## src/rtl/reg_seq_pkg.sv

```systemverilog
// Shared types and default configuration for the register-read sequencer.
package reg_seq_pkg;

  typedef enum logic {
    IDLE = 1'b0,
    RUN  = 1'b1
  } state_e;

  localparam int DEF_DWELL_W    = 8;
  localparam int DEF_DWELL_MAX  = 180;
  localparam int DEF_ADDR_W     = 4;
  localparam int DEF_ADDR_FIRST = 0;
  localparam int DEF_ADDR_LAST  = 8;

endpackage

```

## src/rtl/seq_next_addr.sv

```systemverilog
// Combinational next-address / last-address finder for the scan window.
// With ADDR_SKIP_EN defined, masked addresses are skipped and all-masked is flagged.
module seq_next_addr #(
  parameter int ADDR_W     = 4,
  parameter int ADDR_FIRST = 0,
  parameter int ADDR_LAST  = 8
) (
  input  logic [ADDR_W-1:0]      addr_i,
`ifdef ADDR_SKIP_EN
  input  logic [2**ADDR_W-1:0]   mask_i,
  output logic                   none_o,
`endif
  output logic [ADDR_W-1:0]      next_addr_o,
  output logic [ADDR_W-1:0]      first_addr_o,
  output logic                   is_last_o
);

`ifdef ADDR_SKIP_EN
  // Descending searches so the lowest qualifying address is the one left standing.
  always_comb begin
    // NOTE: every output gets a default before any branch, so no latch is inferred.
    first_addr_o = ADDR_W'(ADDR_FIRST);
    none_o       = 1'b1;
    for (int i = ADDR_LAST; i >= ADDR_FIRST; i--) begin
      if (!mask_i[i]) begin
        first_addr_o = ADDR_W'(i);
        none_o       = 1'b0;
      end
    end
    next_addr_o = first_addr_o;
    is_last_o   = 1'b1;
    for (int i = ADDR_LAST; i >= ADDR_FIRST; i--) begin
      if (!mask_i[i] && (i > int'(addr_i))) begin
        next_addr_o = ADDR_W'(i);
        is_last_o   = 1'b0;
      end
    end
  end
`else
  assign first_addr_o = ADDR_W'(ADDR_FIRST);
  assign is_last_o    = (addr_i == ADDR_W'(ADDR_LAST));
  assign next_addr_o  = is_last_o ? first_addr_o : addr_i + ADDR_W'(1);
`endif

endmodule

```

## src/rtl/reg_read_sequencer.sv

```systemverilog
// Walks register addresses ADDR_FIRST..ADDR_LAST, dwelling DWELL_MAX+1 clocks on each,
// with start/done handshake, single-shot/continuous scan and stall. Optional macro: ADDR_SKIP_EN.
module reg_read_sequencer
  import reg_seq_pkg::*;
#(
  parameter int DWELL_W    = DEF_DWELL_W,
  parameter int DWELL_MAX  = DEF_DWELL_MAX,
  parameter int ADDR_W     = DEF_ADDR_W,
  parameter int ADDR_FIRST = DEF_ADDR_FIRST,
  parameter int ADDR_LAST  = DEF_ADDR_LAST
) (
  input  logic                 clk,
  input  logic                 reset_n,
  input  logic                 en,
  input  logic                 start,
  input  logic                 mode_cont,
  input  logic                 hold,
`ifdef ADDR_SKIP_EN
  input  logic [2**ADDR_W-1:0] skip_mask,
`endif
  output logic [DWELL_W-1:0]   dwell,
  output logic [ADDR_W-1:0]    addr,
  output logic                 addr_stb,
  output logic                 busy,
  output logic                 done,
  output logic                 wrap
);

  state_e              state_q, state_d;
  logic [DWELL_W-1:0]  dwell_q, dwell_d;
  logic [ADDR_W-1:0]   addr_q, addr_d;
  logic                mode_q, mode_d;
  logic                stb_q, stb_d;
  logic                done_q, done_d;
  logic                wrap_q, wrap_d;

  logic [ADDR_W-1:0]   next_addr;
  logic [ADDR_W-1:0]   first_addr;
  logic                is_last;

`ifdef ADDR_SKIP_EN
  logic [2**ADDR_W-1:0] mask_q, mask_d;
  logic [2**ADDR_W-1:0] mask_sel;
  logic                 all_masked;

  // In IDLE the live mask decides the first address; during RUN the captured one does.
  assign mask_sel = (state_q == IDLE) ? skip_mask : mask_q;
`endif

  seq_next_addr #(
    .ADDR_W     (ADDR_W),
    .ADDR_FIRST (ADDR_FIRST),
    .ADDR_LAST  (ADDR_LAST)
  ) u_next_addr (
    .addr_i       (addr_q),
`ifdef ADDR_SKIP_EN
    .mask_i       (mask_sel),
    .none_o       (all_masked),
`endif
    .next_addr_o  (next_addr),
    .first_addr_o (first_addr),
    .is_last_o    (is_last)
  );

  always_comb begin
    state_d = state_q;
    dwell_d = dwell_q;
    addr_d  = addr_q;
    mode_d  = mode_q;
    stb_d   = 1'b0;
    done_d  = 1'b0;
    wrap_d  = 1'b0;
`ifdef ADDR_SKIP_EN
    mask_d  = mask_q;
`endif
    if (!en) begin
      state_d = IDLE;
      dwell_d = '0;
      addr_d  = ADDR_W'(ADDR_FIRST);
    end else begin
      unique case (state_q)
        IDLE: begin
          dwell_d = '0;
          addr_d  = ADDR_W'(ADDR_FIRST);
          if (start) begin
            mode_d = mode_cont;
`ifdef ADDR_SKIP_EN
            mask_d = skip_mask;
            if (all_masked) begin
              done_d = 1'b1;
            end else begin
              state_d = RUN;
              addr_d  = first_addr;
              stb_d   = 1'b1;
            end
`else
            state_d = RUN;
            addr_d  = first_addr;
            stb_d   = 1'b1;
`endif
          end
        end
        RUN: begin
          if (!hold) begin
            if (dwell_q != DWELL_W'(DWELL_MAX)) begin
              dwell_d = dwell_q + DWELL_W'(1);
            end else begin
              dwell_d = '0;
              if (!is_last) begin
                addr_d = next_addr;
                stb_d  = 1'b1;
              end else if (mode_q) begin
                addr_d = first_addr;
                stb_d  = 1'b1;
                wrap_d = 1'b1;
              end else begin
                state_d = IDLE;
                addr_d  = ADDR_W'(ADDR_FIRST);
                done_d  = 1'b1;
              end
            end
          end
        end
        default: state_d = IDLE;
      endcase
    end
  end

  // NOTE: sequential state uses non-blocking assignments so every register samples pre-edge values.
  always_ff @(posedge clk or negedge reset_n) begin
    if (!reset_n) begin
      state_q <= IDLE;
      dwell_q <= '0;
      addr_q  <= ADDR_W'(ADDR_FIRST);
      mode_q  <= 1'b0;
      stb_q   <= 1'b0;
      done_q  <= 1'b0;
      wrap_q  <= 1'b0;
`ifdef ADDR_SKIP_EN
      mask_q  <= '0;
`endif
    end else begin
      state_q <= state_d;
      dwell_q <= dwell_d;
      addr_q  <= addr_d;
      mode_q  <= mode_d;
      stb_q   <= stb_d;
      done_q  <= done_d;
      wrap_q  <= wrap_d;
`ifdef ADDR_SKIP_EN
      mask_q  <= mask_d;
`endif
    end
  end

  assign dwell    = dwell_q;
  assign addr     = addr_q;
  assign addr_stb = stb_q;
  assign busy     = (state_q == RUN);
  assign done     = done_q;
  assign wrap     = wrap_q;

endmodule

```

## config.mk

```make
export PLATFORM = sky130hd
export DESIGN_NAME = reg_read_sequencer
export DESIGN_NICKNAME = d
export VERILOG_FILES = /design/src/rtl/reg_seq_pkg.sv /design/src/rtl/seq_next_addr.sv /design/src/rtl/reg_read_sequencer.sv
export SDC_FILE = /design/constraint.sdc
export NUM_CORES = 1
export LEC_CHECK = 0
export ABC_AREA = 1
export CELL_PAD_IN_SITES_DETAIL_PLACEMENT = 1
export CELL_PAD_IN_SITES_GLOBAL_PLACEMENT = 2
export CORE_MARGIN = 10
export CORE_UTILIZATION = 25
export CTS_CLUSTER_DIAMETER = 150
export DETAILED_ROUTE_END_ITERATION = 6
export PLACE_DENSITY_LB_ADDON = 0.25
export SYNTH_ARGS = -nofsm -noshare
export SYNTH_HDL_FRONTEND = slang
export SYNTH_SLANG_ARGS = --single-unit
```

## constraint.sdc

```tcl
create_clock -name clk -period 1.3 [get_ports clk]
set_clock_uncertainty 0.05 [all_clocks]
set_input_delay 0.26 -clock clk [delete_from_list [all_inputs] [get_ports clk]]
set_output_delay 0.26 -clock clk [all_outputs]
set_load 0.02 [all_outputs]
```

; ---- Word-level counts from Yosys, hierarchy flattened
; Cells that the tools add are included.
[totals]
regBits = 17
in_bits = 6
output_inout_bits = 16
wordCells = 47
[op_classes]
add_sub_neg = 2
n_eq_ne = 4
mux = 31
bitwise_logic = 1
reduce_logical = 2
[op_table]
columns = operator, count
row1 = 2-to-1 mux 8 bit, 3
row2 = 2-to-1 mux 1 bit, 20
row3 = 2-to-1 mux 4 bit, 4
row4 = case mux 8 bit (2 select lines), 1
row5 = "adder 8 x 1 -> 8 bit, second input constant", 1
row6 = "inequality test 8 bit, second input constant", 1
row7 = case mux 4 bit (2 select lines), 1
row8 = "inequality test 3 bit, second input constant", 2
row9 = "adder 4 x 1 -> 4 bit, second input constant", 1
row10 = "equality test 4 bit, second input constant", 1
row11 = case mux 1 bit (2 select lines), 2
row12 = AND reduction 3 bit, 1
row13 = AND reduction 2 bit, 1
row14 = NOT 1 bit, 1

; ---- Depth between registers and ports, before layout
[logic_depth]
depth_word = 6
depth_mapped = 9
mapped_depth_nobuf = 9

; ---- Cells and area by module
; From an unflattened synthesis, not the netlist that was laid out.
[unflattened]
cells_unflattened = 141
area_unflattened_um2 = 1033.5
[modules_own_cells]
columns = mod, instances, cells_each, area_per_inst_um2, seq_area_each_um2
row1 = reg_read_sequencer, 1, 121, 907.1, 425.4
row2 = seq_next_addr, 1, 20, 126.4, 0.0

; ---- Worst setup path after synthesis
; Ideal clock, no wire load.
[synth_path]
path_type = register -> register
start = register dwell_q[0], in the netlist dwell[0]
end = register addr_q[1], in the netlist addr[1]
setup_time_ns = 0.074
arrival_time_ns = 1.303
required_time_ns = 1.176
slack_ns = -0.127
path_stages_with_launch = 10
n_path_buf = 0
period_less_slack_ns = 1.427
cell_sequence = dfrtp_1 inv_1 ha_1 nand2_1 nor2_1 nand2_2 nand2_1 nand2_4 inv_2 o21ai_2
[synth_via]
elab_chain_len = 3
[synth_rtl]
columns = element, line_no
row1 = start: declaration, reg_read_sequencer.sv:30  ; logic [DWELL_W-1:0] dwell_q, dwell_d;
row2 = start signal: assignment, reg_read_sequencer.sv:144  ; dwell_q <= dwell_d;
row3 = inequality test 8 bit, reg_read_sequencer.sv:105  ; if (dwell_q != DWELL_W'(DWELL_MAX)) begin
row4 = inequality test 3 bit (no line), -
row5 = AND reduction 2 bit (no line), -
row6 = end signal: assignment, reg_read_sequencer.sv:134  ; addr_q <= ADDR_W'(ADDR_FIRST);
row7 = end signal: assignment, reg_read_sequencer.sv:145  ; addr_q <= addr_d;
row8 = end: declaration, reg_read_sequencer.sv:31  ; logic [ADDR_W-1:0] addr_q, addr_d;
; Every way passes these cells.
; A chain may end at the register's enable or synchronous reset.

; ---- Final worst setup path
[layout_path]
start = register dwell_q[0], in the netlist dwell[0]
end = register addr_q[2], in the netlist addr[2]
; Same word-level chain as after synthesis.

==> results.sh <==
export IMPL_status="finished with violations"
export IMPL_violations="setup timing"
export IMPL_grt_pass1_wl_mm=4.512
export IMPL_grt_setup_unrepaired="yes"
export IMPL_numPortBuffers=21
export IMPL_leakage_uw=0.0007551
export IMPL_cts_sinks=17
export IMPL_ios=22
export IMPL_preCtsSetupSlack_ns=-0.2469
export IMPL_max_stage_delay_ns=0.42
export IMPL_vias=915
export IMPL_intPower_uw=829.6
export IMPL_relSlewSlack_pct=81.88
export IMPL_ir_worst_vdd_uv=440.4
export IMPL_synth_top_family_by_area="simple AND/OR/NAND/NOR gates"
export IMPL_start_util_pct=25.73
export IMPL_dpl_cell_count=204
export IMPL_antenna_found_initial=0
export IMPL_reg2reg_depth=9
export IMPL_drtIter0Drc=37
export IMPL_drv_cap=0
export IMPL_min_path_type="in -> async"
export IMPL_cp_slowest_cell="dfrtp_2"
export IMPL_dieArea_um2=6624
export IMPL_syn_inst=112
export IMPL_cts_root_buf="clkbuf_8"
export IMPL_gr_total_overflow=0
export IMPL_num_rows=22
export IMPL_cts_path_max_buffers=2
export IMPL_nNetsFinal=173
export IMPL_track_usage_pct=8.929
export IMPL_fin_util_pct=42.34
export IMPL_wl_per_cell_um=13.82
export IMPL_grt_pass1_vias=984
export IMPL_cts_tree="done"
export IMPL_p_total_uw=1107
export IMPL_setup_viol=14
export IMPL_diodes=0
export IMPL_worstSetupStartpointType="flop"
export IMPL_finalCritPeriodShare_pct=107.1
export IMPL_drive_above_1_share_pct=44.44
export IMPL_chipHeight_um=81.39
export IMPL_syn_to_final_growth_pct=64.54
export IMPL_pwr_share_seq_pct=50.0
export IMPL_synth_top_cell_area_share_pct=45.15
export IMPL_cp_cell_sequence="inv_2, ha_4, nand2_4, nor2_4, nand2_4, nand2_4, nand2_8, nand2_4, o21ai_2"
export IMPL_hold_slack_ns=0.2896
export IMPL_critical_path_class="reg -> reg"
export IMPL_synth_xor_area_share_pct=2.789
export IMPL_finalWirelength_mm=2.902
export IMPL_use_met1_pct=8.812
export IMPL_yosys_area_share_simple_pct=31.08
export IMPL_power_density_nw_per_um2=713.8
export IMPL_p_switching_uw=277.0
export IMPL_clkPwrFrac_pct=35.5
export IMPL_via_per_inst=4.357
export IMPL_syn_num_nets=122
export IMPL_switching_share_pct=25.03
export IMPL_dp_hpwl_mm=2.278
export IMPL_met2_usage_pct=16.59
export IMPL_stdcell_count=210
export IMPL_slew_violations=0
export IMPL_cts_buffers=3
export IMPL_cp_end_kind="flop"
export IMPL_power_frac_comb_pct=14.5
export IMPL_holdBufCountCts=0
export IMPL_core_um2=3661
export IMPL_drc=0
export IMPL_crit_path_frequent_cell="nand2_4"
export IMPL_globalplace_congestion=0.7822
export IMPL_grt_max_degree=18
export IMPL_fin_crit_ns=1.392
export IMPL_synthAdderAreaFrac_pct=5.312
export IMPL_finalHoldViolCount=0
export IMPL_ant_nets=0
export IMPL_fmax_mhz=718.2
export IMPL_synth_distinct_cells=25
export IMPL_synth_area_per_cell_um2=8.412
export IMPL_syn_area_um2=942.2
export IMPL_ys_seq_area_share_pct=45.15
export IMPL_first_pass_iters=3
export IMPL_clk_pin_slew_ns=0.06
export IMPL_synth_compound_area_share_pct=8.367
export IMPL_die_w_um=81.39
export IMPL_cp_arrival_ns=1.48
export IMPL_ys_seq_elements=17
export IMPL_worstPathRequired_ns=1.39
export IMPL_clkLatencyLatePin_ns=0.25
export IMPL_critPathMaxFanout=5
export IMPL_layout_setup_ws_ns=-0.09243
export IMPL_h_tree_depth=1
export IMPL_top_usage_layer="met2"
export IMPL_yosysWarnings=0
export IMPL_tightest_slew_ns=0.2709
export IMPL_synthMuxAreaShare_pct=1.195
export IMPL_synthTopCellsByArea="dfrtp_1 45%, nand2_1 10%, nor2_1 5.6%"
export IMPL_yosys_area_top_type="dfrtp_1"
export IMPL_grt_use_met3_pct=3.532
==> Yosys cell counts, drive strengths merged <==
cell / count
a31oi: 1
nand3: 8
mux2: 1
ha: 4
a21oi: 1
inv: 14
nor2: 17
nand2: 30
nand3b: 1
xnor2: 1
o21bai: 1
nor3: 2
xor2: 2
nand4: 3
o21ai: 9
dfrtp: 17
==> per-layer routing <==
layer | up-vias | wire length [um]
met1 | 437 | 1132
met5 | - | 0
met4 | 0 | 20
met2 | 15 | 1586
li1 | 461 | -
met3 | 2 | 162
==> per-stage QoR <==
| stage | TNS [ns] | cell area (um2) |
|---|---|---|
| finish | -0.8594 | 1550 |
| detailed placement | -3.176 | 1393 |
| floorplan | -0.3434 | 949.7 |
| global route | -1.938 | 1550 |
| CTS | -1.103 | 1463 |
| global placement | -2.529 | 1393 |
==> worst max-delay path, delay by kind of cell, from the launching register on <==
kind            cells  cell delay, ns
fa+ha+maj           1            0.15
flops               1            0.42
simple gates        6            0.53
compound gates      1            0.05
buf+inv             1            0.08
==> state kept, by name, indices dropped and copies added, names as in the netlist <==
| name | flops |
|---|---|
| addr | 4 |
| addr_stb | 1 |
| busy | 1 |
| done | 1 |
| dwell | 8 |
| mode_q | 1 |
| wrap | 1 |
==> logic make-up after synthesis <==
| kind of cell | count (synthesis) |
|---|---|
| mux | 1 |
| compound gates | 12 |
| buf+inv | 14 |
| flops | 17 |
| simple gates | 61 |
| fa+ha+maj | 4 |
| xor+xnor | 3 |
==> cell usage in the layout (no fill, tap or decap), drive strengths merged, types with 2 or more instances in the layout <==
cell type / n
nor2: 17
clkdlybuf4s50: 4
inv: 14
o21ai: 9
nand3: 8
ha: 4
dlygate4sd2: 6
clkbuf: 6
nor3: 2
buf: 25
clkdlybuf4s15: 7
nand4: 3
nand2: 31
dfrtp: 17
xor2: 2
==> final cells by class <==
| cell class | count | area, um2 |
|---|---|---|
| clock buffers | 4 | 45.04 |
| multi-input cells | 82 | 575.6 |
| flip-flops and latches | 17 | 427.9 |
| well taps | 48 | 60.06 |
| fillers | 432 | 2111 |
| inverters | 14 | 60.06 |
| repair buffers | 45 | 381.6 |
==> path summary, 6_finish.rpt <==
kind	start	endpoint	slack [ns]
worst min-delay path	reset_n	dwell[6]	0.29
min in group clk	en	busy	0.30
worst max register to register	dwell[0]	addr[2]	-0.09
worst min register to register	mode_q	mode_q	0.52
worst max-delay path	dwell[0]	addr[2]	-0.09
max in group asynchronous	reset_n	dwell[1]	0.70
==> what timing repair did <==
item	4_1_cts	5_1_grt
cloned	1	0
buffers inserted	1	0
resized for setup	31	30
hold endpoints to repair	0	0
endpoints found under the setup margin	32	23
pin swaps	6	10
==> power by group through the flow <==
stage               combinational [uW]  sequential [uW]  clock [uW]
floorplan                         47.7              575           0
global placement                   144              562           0
detailed placement                 148              563           0
CTS                                153              553         410
global route                       177              555         439
finish                             161              553         393
Note: power is estimated with default switching activity, not from simulation.
